### config.mk
export PLATFORM = sky130hd
export DESIGN_NAME = mem_bus_arbiter
export DESIGN_NICKNAME = d
export VERILOG_FILES = /design/src/rtl/mem_bus_arbiter_pkg.sv /design/src/rtl/mem_bus_arbiter_arb_priority.sv /design/src/rtl/mem_bus_arbiter.sv
export SDC_FILE = /design/constraint.sdc
export NUM_CORES = 1
export LEC_CHECK = 0
export ABC_CLOCK_PERIOD_IN_PS = 5000
export CAP_MARGIN = 20
export CELL_PAD_IN_SITES_DETAIL_PLACEMENT = 1
export CELL_PAD_IN_SITES_GLOBAL_PLACEMENT = 2
export CORE_MARGIN = 4
export CORE_UTILIZATION = 21
export CTS_CLUSTER_SIZE = 8
export DETAILED_ROUTE_END_ITERATION = 10
export GPL_ROUTABILITY_DRIVEN = 0
export PLACE_DENSITY = 0.87
export SLEW_MARGIN = 40
export SYNTH_ARGS = -nofsm -noshare
export SYNTH_HDL_FRONTEND = slang
export SYNTH_SLANG_ARGS = --single-unit
### constraint.sdc
create_clock -name clk -period 5 [get_ports clk]
set_input_delay 1 -clock clk [delete_from_list [all_inputs] [get_ports clk]]
set_output_delay 1 -clock clk [all_outputs]
set_load 0.05 [all_outputs]
### src/rtl/mem_bus_arbiter_pkg.sv
// Shared types and constants for the memory bus arbiter and its priority picker.
package mem_bus_arbiter_pkg;

  localparam int NUM_REQ   = 3;
  localparam int REQ_FETCH = 0;
  localparam int REQ_MEM0  = 1;
  localparam int REQ_MEM1  = 2;

  typedef struct packed {
    logic [31:0] addr;
    logic [31:0] wdata;
    logic        we;
    logic [3:0]  be;
  } arb_req_t;

  typedef enum logic [1:0] {
    IDLE = 2'd0,
    BUS  = 2'd1,
    RESP = 2'd2
  } arb_state_e;

endpackage

### src/rtl/mem_bus_arbiter_arb_priority.sv
// Combinational winner selection: lane 0, lane 1, then fetch, except that a
// starved fetch jumps the queue once the starvation counter saturates.
module arb_priority
  import mem_bus_arbiter_pkg::*;
#(
  parameter int STARVE_LIMIT = 4,
  parameter int CNT_W        = 3
) (
  input  logic [NUM_REQ-1:0] req,
  input  logic [NUM_REQ-1:0] mask,
  input  logic               flash,
  input  logic [CNT_W-1:0]   starve_cnt,
  output logic [NUM_REQ-1:0] grant,
  output logic               valid
);

  logic [NUM_REQ-1:0] elig;

  always_comb begin
    elig            = req & ~mask;
    elig[REQ_FETCH] = elig[REQ_FETCH] & ~flash;
    grant           = '0;
    if (elig[REQ_FETCH] && (starve_cnt == CNT_W'(STARVE_LIMIT))) begin
      grant[REQ_FETCH] = 1'b1;
    end else if (elig[REQ_MEM0]) begin
      grant[REQ_MEM0] = 1'b1;
    end else if (elig[REQ_MEM1]) begin
      grant[REQ_MEM1] = 1'b1;
    end else if (elig[REQ_FETCH]) begin
      grant[REQ_FETCH] = 1'b1;
    end
    valid = |elig;
  end

endmodule

### src/rtl/mem_bus_arbiter.sv
// Three-requester memory bus arbiter (IDLE -> BUS -> RESP sequencer).
// Optional bus timeout is enabled by defining ARB_TIMEOUT_EN.
module mem_bus_arbiter
  import mem_bus_arbiter_pkg::*;
#(
  parameter int STARVE_LIMIT = 4
`ifdef ARB_TIMEOUT_EN
  , parameter int TIMEOUT_CYCLES = 255
`endif
) (
  input  logic                      clk,
  input  logic                      rst,
  input  logic                      flash,
  input  logic [NUM_REQ-1:0]        req,
  input  logic [NUM_REQ-1:0][31:0]  req_addr,
  input  logic [NUM_REQ-1:0][31:0]  req_wdata,
  input  logic [NUM_REQ-1:0]        req_we,
  input  logic [NUM_REQ-1:0][3:0]   req_be,
  output logic [NUM_REQ-1:0]        done,
  output logic [31:0]               rsp_rdata,
  output logic                      rsp_err,
  output logic                      bus_req,
  output logic [31:0]               bus_addr,
  output logic [31:0]               bus_wdata,
  output logic                      bus_we,
  output logic [3:0]                bus_be,
  input  logic                      bus_ack,
  input  logic [31:0]               bus_rdata,
  output logic                      stall_from_arbiter
);

  localparam int SC_W = $clog2(STARVE_LIMIT + 1);

  arb_state_e         state_q, state_d;
  logic [NUM_REQ-1:0] win_q, win_d;
  logic [NUM_REQ-1:0] done_q, done_d;
  logic [NUM_REQ-1:0] mask_q, mask_d;
  arb_req_t           cmd_q, cmd_d;
  logic               bus_req_q, bus_req_d;
  logic [31:0]        rdata_q, rdata_d;
  logic               drop_q, drop_d;
  logic [SC_W-1:0]    starve_cnt_q, starve_cnt_d;
`ifdef ARB_TIMEOUT_EN
  localparam int TO_W = $clog2(TIMEOUT_CYCLES + 1);
  logic [TO_W-1:0]    to_cnt_q, to_cnt_d;
  logic               err_q, err_d;
`endif

  logic [NUM_REQ-1:0] grant;
  logic               grant_valid;
  arb_req_t           req_vec [NUM_REQ];
  arb_req_t           sel;

  for (genvar gi = 0; gi < NUM_REQ; gi++) begin : g_req
    assign req_vec[gi] = '{addr: req_addr[gi], wdata: req_wdata[gi],
                           we: req_we[gi], be: req_be[gi]};
  end

  arb_priority #(.STARVE_LIMIT(STARVE_LIMIT), .CNT_W(SC_W)) u_prio (
    .req        (req),
    .mask       (mask_q),
    .flash      (flash),
    .starve_cnt (starve_cnt_q),
    .grant      (grant),
    .valid      (grant_valid)
  );

  always_comb begin
    sel = '0;
    for (int i = 0; i < NUM_REQ; i++) begin
      if (grant[i]) sel = req_vec[i];
    end
  end

  always_comb begin
    state_d      = state_q;
    win_d        = win_q;
    cmd_d        = cmd_q;
    bus_req_d    = bus_req_q;
    done_d       = '0;
    mask_d       = done_q;
    rdata_d      = rdata_q;
    drop_d       = drop_q;
    starve_cnt_d = starve_cnt_q;
`ifdef ARB_TIMEOUT_EN
    to_cnt_d     = to_cnt_q;
    err_d        = 1'b0;
`endif
    case (state_q)
      IDLE: begin
        drop_d = 1'b0;
        if (grant_valid) begin
          state_d   = BUS;
          win_d     = grant;
          cmd_d     = sel;
          bus_req_d = 1'b1;
`ifdef ARB_TIMEOUT_EN
          to_cnt_d  = '0;
`endif
        end
      end
      BUS: begin
        // A flushed fetch still finishes on the bus; only its done is hidden.
        drop_d = drop_q | (flash & win_q[REQ_FETCH]);
        if (bus_ack) begin
          state_d           = RESP;
          bus_req_d         = 1'b0;
          rdata_d           = bus_rdata;
          done_d            = win_q;
          done_d[REQ_FETCH] = win_q[REQ_FETCH] & ~drop_d;
`ifdef ARB_TIMEOUT_EN
        end else if (to_cnt_q == TO_W'(TIMEOUT_CYCLES - 1)) begin
          state_d           = RESP;
          bus_req_d         = 1'b0;
          rdata_d           = '0;
          err_d             = 1'b1;
          done_d            = win_q;
          done_d[REQ_FETCH] = win_q[REQ_FETCH] & ~drop_d;
        end else begin
          to_cnt_d = to_cnt_q + TO_W'(1);
`endif
        end
      end
      RESP: begin
        state_d = IDLE;
        drop_d  = 1'b0;
      end
      default: state_d = IDLE;
    endcase

    if (!req[REQ_FETCH]) begin
      starve_cnt_d = '0;
    end else if (state_q == IDLE && grant_valid) begin
      if (grant[REQ_FETCH]) begin
        starve_cnt_d = '0;
      end else if (starve_cnt_q != SC_W'(STARVE_LIMIT)) begin
        starve_cnt_d = starve_cnt_q + SC_W'(1);
      end
    end
  end

  always_ff @(posedge clk or posedge rst) begin
    if (rst) begin
      state_q      <= IDLE;
      win_q        <= '0;
      done_q       <= '0;
      mask_q       <= '0;
      cmd_q        <= '0;
      bus_req_q    <= 1'b0;
      rdata_q      <= '0;
      drop_q       <= 1'b0;
      starve_cnt_q <= '0;
`ifdef ARB_TIMEOUT_EN
      to_cnt_q     <= '0;
      err_q        <= 1'b0;
`endif
    end else begin
      state_q      <= state_d;
      win_q        <= win_d;
      done_q       <= done_d;
      mask_q       <= mask_d;
      cmd_q        <= cmd_d;
      bus_req_q    <= bus_req_d;
      rdata_q      <= rdata_d;
      drop_q       <= drop_d;
      starve_cnt_q <= starve_cnt_d;
`ifdef ARB_TIMEOUT_EN
      to_cnt_q     <= to_cnt_d;
      err_q        <= err_d;
`endif
    end
  end

  assign done      = done_q;
  assign rsp_rdata = rdata_q;
  assign bus_req   = bus_req_q;
  assign bus_addr  = cmd_q.addr;
  assign bus_wdata = cmd_q.wdata;
  assign bus_we    = cmd_q.we;
  assign bus_be    = cmd_q.be;
`ifdef ARB_TIMEOUT_EN
  assign rsp_err   = err_q;
`else
  assign rsp_err   = 1'b0;
`endif
  assign stall_from_arbiter = (req[REQ_MEM0] & ~done_q[REQ_MEM0]) |
                              (req[REQ_MEM1] & ~done_q[REQ_MEM1]);

endmodule

==> run_results.csv <==
group,metric,value,unit
outcome,status,"finished, final reports clean",
sta,rsz0062_at_grt,"false",
setup_path,critical_path.max_fanout,3,
sta,fmax,0.280,GHz
clocking,clockBufferDepth,2,
routing,first_pass_iters,4,
setup_path,crit_chain,"clkdlybuf4s50_1, inv_1, o22ai_1, clkdlybuf4s50_1",
clocking,cts_root_buffer,"clkbuf_16",
sta,maxSlewViolCount,0,
sta,finalCritPeriodShare,71.5,%
sta,hold_violations,0,
setup_path,cp_common_cell,"clkdlybuf4s50_1",
routing,drt-total-wl,28400,um
layout,area_growth,69.9,%
setup_path,crit_path_max_incr_delay,0.82,ns
global_route,grt_use_total,16.6,%
floorplan,start_util,21.3,%
global_route,antenna_found_initial,0,
sta,finClkSkew,0.0117,ns
setup_path,rrSetupSlack,2.81,ns
routing,viasPerCell,4.70,
routing,vias,6573,
sta,hold_ws,0.378,ns
placement,place_area,10100,um^2
floorplan,die_y,181,um
yosys,synth_cells,680,
floorplan,coreArea,29600,um^2
sta,setup_viol,0,
sta,slew_headroom,47.5,%
layout,final_nets,1243,
setup_path,cpMaxStageDelayCell,"clkdlybuf4s50_1",
clocking,clock_latency,0.41,ns
sta,worst_pin_slew,0.788,ns
clocking,cts.htree.levels,4,
yosys,syn_nets,928,
clocking,post-cts-setup-buffers,0,
layout,stdcell_area,10700,um^2
setup_path,critPathBufInv,3,
layout,finish.utilization,36.2,%
hold_path,hp-start,"done[0]",
global_route,grt_pass1_wl,43200,um
clocking,cts_resized,0,
yosys,ys_ff_latch,117,
routing,ant_nets,0,
setup_path,cp-end-kind,"primary output",
layout,drive_gt1_share,12.6,%
yosys,postSynthAreaPerCell,9.28,um^2
routing,dr.first_iter.drc_count,211,
power_and_ir_drop,p_leak,4.32,nW
global_route,grt_pass1_vias,7035,
power_and_ir_drop,vdd_drop_max,0.262,mV
floorplan,die_w,181,um
global_route,grt_max_degree,77,
placement,place.port_buffers,351,
yosys,yosysSeqAreaShare,46.4,%
clocking,clkTransAtPathRegs,0.06,ns
yosys,synth_area,6310,um^2
hold_path,min_path_type,"reg -> reg",
power_and_ir_drop,power_density,609,nW/um^2
clocking,cts_sinks,117,
setup_path,required,4.00,ns
clocking,cts_tree,"built",
setup_path,worstPathArrival,2.58,ns
placement,hpwl,19400,um
floorplan,ioPinCount,353,
routing,avgRoutedWirePerCell,20.3,um
yosys,yosys_warnings,0,
setup_path,cp_top_family,"buffers and inverters",
sta,period_minus_slack,3.58,ns
setup_path,worst-setup-path-type,"in -> out",
sta,setup_tns,0,ns
routing,drc,0,
yosys,ys_types,36,
setup_path,crit_start,"req[1]",
floorplan,die-area,32900,um^2
setup_path,startpoint_type,"primary input",
clocking,cts_buffers,17,
job,drv_cap,0,
clocking,cts_hold_buf,0,
layout,diodes,0,
power_and_ir_drop,total_power,0.00654,W
global_route,grt_overflow,0,
floorplan,num_rows,63,
setup_path,r2r-start,"mask_q[0]",
-- per-layer routing --
layer,vias to the layer above,part of all wire [%],wire length (um),GRT usage (%)
li1,3068,-,-,-
met1,3220,42,12000,20.6
met2,258,47,13400,27.5
met3,27,8.6,2440,6.17
met4,0,1.7,485,4.08
met5,-,0,0,0
-- final cells by class --
| cell class | count | area, um^2 |
|---|---|---|
| Multi-Input combinational cell | 487 | 3050 |
| Sequential cell | 117 | 2930 |
| Fill cell | 3386 | 18900 |
| Clock buffer | 17 | 425 |
| Tap cell | 390 | 488 |
| Timing Repair Buffer | 364 | 3640 |
| Clock inverter | 15 | 160 |
| Inverter | 8 | 32.5 |
-- placed cells by master (no fill, tap or decap), types with 6 or more instances in the layout --
cell type	netlist	routed
a32oi_1	69	69
buf_4	9	9
clkbuf_16	0	17
clkdlybuf4s50_1	0	351
dfrtp_1	117	117
inv_1	7	6
mux2_2	70	70
nand2_1	179	179
o21ai_0	46	46
o21ai_1	95	95
-- cell usage after synthesis --
cell type	instances	area share (%)
a32oi_1	69	9.6
nor4b_1	1	0.14
nand2_1	179	11
clkbuf_1	41	2.4
buf_6	4	0.71
o21ai_2	1	0.14
clkbuf_4	1	0.12
nand3_2	1	0.16
o211ai_4	1	0.34
or3b_4	1	0.18
dlygate4sd1_1	1	0.14
clkbuf_2	1	0.079
nor2b_1	1	0.099
inv_2	1	0.059
o31a_2	1	0.16
nor2_1	2	0.12
o22ai_1	2	0.20
dfrtp_1	117	46
o21ai_1	95	7.5
inv_1	7	0.42
o32ai_1	2	0.28
and2_1	2	0.20
and2b_1	1	0.12
nand2b_1	3	0.30
conb_1	1	0.059
o21a_1	1	0.12
nor3b_2	1	0.20
ha_1	2	0.40
buf_2	11	0.87
o31ai_4	1	0.34
nand3_1	1	0.079
buf_4	9	1.1
o21ai_0	46	3.6
mux2_2	70	12
a21boi_0	1	0.12
or2_2	1	0.099
-- per-stage QoR --
step           instances  setup slack (ns)
2_1_floorplan        680             0.899
3_3_place_gp        1366              1.39
3_5_place_dp        1366              1.42
4_1_cts             1398              1.41
5_1_grt             1398              1.34
6_report            1398              1.42
-- power by group --
| part | switching [W] | total [W] | internal, W |
|---|---|---|---|
| clock | 0.000541 | 0.00125 | 0.000709 |
| combinational | 0.00245 | 0.00369 | 0.00125 |
| sequential | 0.000226 | 0.00160 | 0.00137 |
-- cells by family (layout without fill, tap and decap cells) --
| kind of cell | Yosys count | after routing | synth area share (%) |
|---|---|---|---|
| DFF | 117 | 117 | 46.4 |
| other | 1 | 1 | 0.0594 |
| buffers and inverters | 76 | 404 | 5.91 |
| muxes | 70 | 70 | 12.5 |
| and+or+nand+nor | 194 | 194 | 12.3 |
| adders and majority gates | 2 | 2 | 0.396 |
| AOI/OAI and AO/OA | 220 | 220 | 22.4 |
-- worst paths after layout --
path | end | cells after the start
setup / recovery | stall_from_arbiter | 4
hold reg to reg | mask_q[0] | 0
max in group asynchronous | bus_addr[4] | 3
hold / removal | mask_q[0] | 0
setup reg to reg | bus_addr[18] | 5
min in group asynchronous | rsp_rdata[17] | 2
-- flip-flops by register name, summed over array words and instances (netlist names) --
| signal | count |
|---|---|
| win_q | 3 |
| mask_q | 3 |
| bus_be | 4 |
| bus_req | 1 |
| starve_cnt_q | 3 |
| drop_q | 1 |
| state_q | 2 |
| bus_wdata | 32 |
| bus_we | 1 |
| bus_addr | 32 |
| rsp_rdata | 32 |
| done | 3 |
Note: power is estimated with default switching activity, not from simulation.
